--- config.mk ---
export PLATFORM = sky130hd
export DESIGN_NAME = load_store_unit
export DESIGN_NICKNAME = d
export VERILOG_FILES = /design/src/rtl/load_store_unit_pkg.sv /design/src/rtl/load_store_unit_lane_align.sv /design/src/rtl/load_store_unit.sv
export SDC_FILE = /design/constraint.sdc
export NUM_CORES = 1
export LEC_CHECK = 0
export ABC_AREA = 1
export CAP_MARGIN = 25
export CORE_MARGIN = 4
export CORE_UTILIZATION = 25
export CTS_CLUSTER_DIAMETER = 200
export CTS_CLUSTER_SIZE = 12
export DETAILED_ROUTE_END_ITERATION = 16
export HOLD_SLACK_MARGIN = 0.06
export PLACE_DENSITY_LB_ADDON = 0.2
export SETUP_SLACK_MARGIN = 0.02
export SLEW_MARGIN = 10
export SYNTH_ARGS = -nofsm -noshare
export SYNTH_HDL_FRONTEND = slang
export SYNTH_SLANG_ARGS = --single-unit
--- constraint.sdc ---
create_clock -name clock -period 8.2 [get_ports clock]
set_clock_uncertainty 0.2 [all_clocks]
set_input_delay 2.05 -clock clock [delete_from_list [all_inputs] [get_ports clock]]
set_output_delay 2.05 -clock clock [all_outputs]
set_load 0.03 [all_outputs]
--- src/rtl/load_store_unit_pkg.sv ---
// Shared types and helpers for the load/store unit: access sizes, FSM states
// and the alignment rule used when a request is accepted.
package load_store_unit_pkg;

    localparam int unsigned XLEN = 32;

    typedef enum logic [1:0] {
        SIZE_BYTE = 2'b00,
        SIZE_HALF = 2'b01,
        SIZE_WORD = 2'b10,
        SIZE_RSVD = 2'b11
    } lsu_size_t;

    typedef enum logic [2:0] {
        IDLE     = 3'd0,
        LOAD     = 3'd1,
        RMW_READ = 3'd2,
        WRITE    = 3'd3,
        RESP     = 3'd4
    } lsu_state_t;

    // Reserved size counts as misaligned so one check covers both faults.
    function automatic logic is_misaligned(input lsu_size_t size, input logic [1:0] offset);
        logic bad;
        bad = 1'b0;
        case (size)
            SIZE_BYTE: bad = 1'b0;
            SIZE_HALF: bad = offset[0];
            SIZE_WORD: bad = |offset;
            default:   bad = 1'b1;
        endcase
        return bad;
    endfunction

endpackage

--- src/rtl/load_store_unit_lane_align.sv ---
// Combinational lane steering: extracts and extends load data from a memory
// word, and merges sub-word store data into the previously read word.
module lsu_lane_align
    import load_store_unit_pkg::*;
(
    input  lsu_size_t        size,
    input  logic [1:0]       offset,
    input  logic             is_unsigned,
    input  logic [XLEN-1:0]  rd_word,
    input  logic [XLEN-1:0]  old_word,
    input  logic [XLEN-1:0]  wdata,
    output logic [XLEN-1:0]  load_data_c,
    output logic [XLEN-1:0]  store_data_c
);

    logic [4:0]      shamt;
    logic [XLEN-1:0] shifted;
    logic [XLEN-1:0] mask;

    always_comb begin
        shamt        = 5'd0;
        mask         = '1;
        load_data_c  = rd_word;
        store_data_c = wdata;

        case (size)
            SIZE_BYTE: begin
                shamt = {offset, 3'b000};
                mask  = 32'h0000_00FF << shamt;
            end
            SIZE_HALF: begin
                shamt = {offset[1], 4'b0000};
                mask  = 32'h0000_FFFF << shamt;
            end
            default: begin
                shamt = 5'd0;
                mask  = '1;
            end
        endcase

        shifted = rd_word >> shamt;

        case (size)
            SIZE_BYTE: load_data_c = {{24{~is_unsigned & shifted[7]}}, shifted[7:0]};
            SIZE_HALF: load_data_c = {{16{~is_unsigned & shifted[15]}}, shifted[15:0]};
            default:   load_data_c = rd_word;
        endcase

        // Word stores have an all-ones mask, so the merge degenerates to wdata.
        store_data_c = (old_word & ~mask) | ((wdata << shamt) & mask);
    end

endmodule

--- src/rtl/load_store_unit.sv ---
// Memory-stage load/store unit: accepts one request at a time, performs
// byte/half/word loads and stores (sub-word stores via read-modify-write)
// against a word-addressed memory, and reports faulting accesses.
module load_store_unit
    import load_store_unit_pkg::*;
#(
    parameter int unsigned MEM_WORDS = 64
) (
    input  logic             clock,
    input  logic             reset,
    input  logic             req_valid,
    output logic             req_ready,
    input  logic             req_is_store,
    input  logic [1:0]       req_size,
    input  logic             req_unsigned,
    input  logic [XLEN-1:0]  req_addr,
    input  logic [XLEN-1:0]  req_wdata,
    output logic             resp_valid,
    input  logic             resp_ready,
    output logic [XLEN-1:0]  resp_rdata,
    output logic             resp_fault,
    output logic             mem_write_enable,
    output logic [XLEN-1:0]  mem_address,
    output logic [XLEN-1:0]  mem_write_data,
    input  logic [XLEN-1:0]  mem_read_data
);

    localparam logic [XLEN:0] ADDR_LIMIT = 33'(MEM_WORDS) << 2;

    lsu_state_t      state_q, state_d;
    logic [XLEN-1:0] addr_q, addr_d;
    logic [XLEN-1:0] wdata_q, wdata_d;
    lsu_size_t       size_q, size_d;
    logic            unsigned_q, unsigned_d;
    logic [XLEN-1:0] old_q, old_d;
    logic [XLEN-1:0] rdata_q, rdata_d;
    logic            fault_q, fault_d;

    logic            req_fault_c;
    logic [XLEN-1:0] load_data_c;
    logic [XLEN-1:0] store_data_c;

    lsu_lane_align u_lane_align (
        .size         (size_q),
        .offset       (addr_q[1:0]),
        .is_unsigned  (unsigned_q),
        .rd_word      (mem_read_data),
        .old_word     (old_q),
        .wdata        (wdata_q),
        .load_data_c  (load_data_c),
        .store_data_c (store_data_c)
    );

    always_ff @(posedge clock or posedge reset) begin
        if (reset) begin
            state_q    <= IDLE;
            addr_q     <= '0;
            wdata_q    <= '0;
            size_q     <= SIZE_BYTE;
            unsigned_q <= 1'b0;
            old_q      <= '0;
            rdata_q    <= '0;
            fault_q    <= 1'b0;
        end else begin
            state_q    <= state_d;
            addr_q     <= addr_d;
            wdata_q    <= wdata_d;
            size_q     <= size_d;
            unsigned_q <= unsigned_d;
            old_q      <= old_d;
            rdata_q    <= rdata_d;
            fault_q    <= fault_d;
        end
    end

    // Next-state and datapath register updates.
    always_comb begin
        state_d     = state_q;
        addr_d      = addr_q;
        wdata_d     = wdata_q;
        size_d      = size_q;
        unsigned_d  = unsigned_q;
        old_d       = old_q;
        rdata_d     = rdata_q;
        fault_d     = fault_q;
        req_fault_c = is_misaligned(lsu_size_t'(req_size), req_addr[1:0])
                    | ({1'b0, req_addr} >= ADDR_LIMIT);

        case (state_q)
            IDLE: begin
                if (req_valid) begin
                    addr_d     = req_addr;
                    wdata_d    = req_wdata;
                    size_d     = lsu_size_t'(req_size);
                    unsigned_d = req_unsigned;
                    old_d      = '0;
                    rdata_d    = '0;
                    fault_d    = req_fault_c;
                    if (req_fault_c) begin
                        state_d = RESP;
                    end else if (req_is_store) begin
                        state_d = (size_d == SIZE_WORD) ? WRITE : RMW_READ;
                    end else begin
                        state_d = LOAD;
                    end
                end
            end
            LOAD: begin
                rdata_d = load_data_c;
                state_d = RESP;
            end
            RMW_READ: begin
                old_d   = mem_read_data;
                state_d = WRITE;
            end
            WRITE: begin
                state_d = RESP;
            end
            RESP: begin
                if (resp_ready) begin
                    rdata_d = '0;
                    fault_d = 1'b0;
                    state_d = IDLE;
                end
            end
            default: begin
                state_d = IDLE;
            end
        endcase
    end

    // Memory port is decoded from state so read data is usable in the same cycle.
    always_comb begin
        req_ready        = (state_q == IDLE);
        resp_valid       = (state_q == RESP);
        resp_rdata       = rdata_q;
        resp_fault       = fault_q;
        mem_write_enable = (state_q == WRITE);
        mem_address      = '0;
        mem_write_data   = '0;
        if (state_q == LOAD || state_q == RMW_READ || state_q == WRITE) begin
            mem_address = {addr_q[XLEN-1:2], 2'b00};
        end
        if (state_q == WRITE) begin
            mem_write_data = store_data_c;
        end
    end

endmodule

==> flow_metrics.tcl <==
set metrics [dict create \
    run_status "finished, final reports clean" \
    worstSkewPairLatency_ns 0.41 \
    drtIter0Drc 599 \
    htreeDepth 4 \
    start_util_pct 25.4 \
    ys_seq_area_share_pct 49.3 \
    synth-seq-cells 135 \
    routed_wl_mm 25.1 \
    worstMarginPinSlew_ns 1.01 \
    start_kind "register" \
    via_per_inst 4.51 \
    die-area_sq_um 30100 \
    fillCellCount 2817 \
    grtUsageTotal_pct 16.5 \
    cts_made_buffers 17 \
    holdBufCountCts 0 \
    cellLeakagePower_nw 4.56 \
    die_w_um 174 \
    instances_no_fill 1458 \
    cp.arrival_ns 3.83 \
    cts_tree "yes" \
    vias 6576 \
    num_rows 60 \
    max_cap_viol_count 0 \
    area_delta_synth_final_pct 41.8 \
    synth.distinct_cells 30 \
    gp_congestion 0.877 \
    setup-violations-final 0 \
    peakVddDrop_v 0.000130 \
    multi_input_area_sq_um 2820 \
    clockRootBuffer "clkbuf_16" \
    core_area_sq_um 27000 \
    clock.fmax_mhz 164 \
    rsz0062_at_grt "false" \
    final_nets 1208 \
    grt_pass1_vias 6620 \
    clk_path_buf_depth 2 \
    numPlacedInstances 1425 \
    place_hpwl_mm 18.6 \
    worstSetupPathType "register to primary output" \
    pre_cts_slack_ns 2.62 \
    hp-class "register to register" \
    diodes 0 \
    hold_violations 0 \
    fin_ws_ns 2.12 \
    clk_pin_slew_ns 0.06 \
    antenna_left 0 \
    cp_data_required_time_ns 5.95 \
    setup_tns_ns 0 \
    mostFrequentLayoutCells "301 x nand2_1, 201 x clkdlybuf4s50_1, 141 x o21ai_0" \
    regArea_sq_um 3380 \
    ios 204 \
    critPathMaxFanout 28 \
    grt_remaining_overflow 0 \
    grt_max_degree 88 \
    ctsResizeCount 0 \
    die_h_um 174 \
    cts_setup_buffers 0 \
    detail_route.drc_violations 0 \
    synth.cell_area_sq_um 6860 \
    slew_violations 0 \
    cts.sinks 135 \
    grt_pass1_wl_mm 39.0 \
    finalCritPeriodShare_pct 74.1 \
    end_kind "primary output" \
    powerDensity_nw_per_um2 274 \
    ff2ff_setup_slack_ns 5.19 \
    layout-drive-gt1-share_pct 5.73 \
    syn_inst 929 \
    wl_per_cell_um 17.2 \
    yosysWarnings 0 \
    fin_crit_ns 6.08 \
    antenna_found_initial 4 \
    port_buffers 201 \
    slew_headroom_pct 32.7 \
    avgSynthCellArea_sq_um 7.38 \
    layout_commonest_cell "nand2_1" \
    drt_pass1_iterations 5 \
]
[cell usage after synthesis]
library cell / number / area [sq um]
conb_1: 1 / 3.75
nor2_1: 69 / 259
nand3_1: 21 / 105
nor3_1: 1 / 5.00
or2_2: 3 / 18.8
nand3_2: 2 / 20.0
nand2_4: 3 / 33.8
o21ai_1: 14 / 70.1
a21oi_1: 64 / 320
inv_2: 9 / 33.8
nor2_2: 3 / 18.8
a22o_1: 1 / 8.76
a21oi_2: 1 / 8.76
clkbuf_1: 21 / 78.8
o21ai_0: 141 / 706
buf_2: 21 / 105
buf_4: 6 / 45.0
nand2_2: 3 / 18.8
and2_0: 1 / 6.26
o211ai_1: 3 / 22.5
nand3b_1: 1 / 7.51
nand2_1: 301 / 1130
nor2_4: 1 / 11.3
a31oi_1: 1 / 6.26
o21bai_1: 1 / 7.51
inv_1: 95 / 357
a21o_1: 1 / 7.51
buf_6: 4 / 45.0
nor2_8: 1 / 20.0
dfrtp_1: 135 / 3380
[layout make-up]
type / instances / area share, %
clock inverters: 14 / 2.02
flip-flops and latches: 135 / 34.7
repair buffers: 207 / 21.4
well taps: 341 / 4.39
multi-input cells: 639 / 29.0
inverters: 104 / 4.07
clock buffers: 18 / 4.41
[registers in the layout, indices dropped and copies added, names as in the netlist]
register and count:
addr_q 32, old_q 32, resp_fault 1, resp_rdata 32
size_q 2, state_q 3, unsigned_q 1, wdata_q 32
[where the power goes]
group          internal (mW)  switching (mW)  leakage, nW
Clock                  0.513           0.314        0.298
Combinational          0.270           0.647         2.49
Sequential             0.828          0.0965         1.77
Total                   1.61            1.06         4.56
[worst max-delay path, cell delays in order, from the launching register on]
cell and delay, ns:
dfrtp_1 1.01, inv_2 0.14, nand2_2 0.38, inv_2 0.27, a21oi_2 0.57, o21ai_0 0.19, a21oi_1 0.15, clkdlybuf4s50_1 0.69
[logic make-up after synthesis]
| kind of cell | after synthesis | synth area share (%) |
|---|---|---|
| other | 1 | 0.0547 |
| DFF | 135 | 49.3 |
| buffers and inverters | 156 | 9.69 |
| and+or+nand+nor | 410 | 24.1 |
| AOI/OAI and AO/OA | 227 | 16.9 |
[path summary, 6_finish.rpt]
kind / cells after the start / endpoint / start
hold / removal: 2 / old_q[7] / old_q[7]
max in group asynchronous: 3 / resp_rdata[15] / reset
min in group asynchronous: 2 / wdata_q[2] / reset
setup reg to reg: 9 / resp_rdata[11] / size_q[1]
hold reg to reg: 2 / old_q[7] / old_q[7]
setup / recovery: 7 / mem_write_data[9] / size_q[1]
[per-layer routing]
metal | global-route usage [%] | up-vias | wire, um
met1 | 21.8 | 3072 | 11100
met5 | 0 | - | 32
met3 | 5.08 | 27 | 1830
met4 | 3.89 | 6 | 329
li1 | - | 3270 | -
met2 | 26.5 | 201 | 11700
[metrics by stage]
| stage | total power [mW] | util, % | hold WS, ns | instance area, sq um |
|---|---|---|---|---|
| floorplan | 1.60 | - | 0.248 | 6860 |
| global placement | 1.84 | 33.6 | 0.263 | 9060 |
| detailed placement | 1.84 | 33.7 | 0.265 | 9090 |
| CTS | 2.68 | 36.0 | 0.282 | 9710 |
| global route | 2.86 | 36.1 | 0.300 | 9720 |
| finish | 2.67 | 36.1 | 0.280 | 9720 |
No activity file was read; power rests on OpenSTA's default activity.
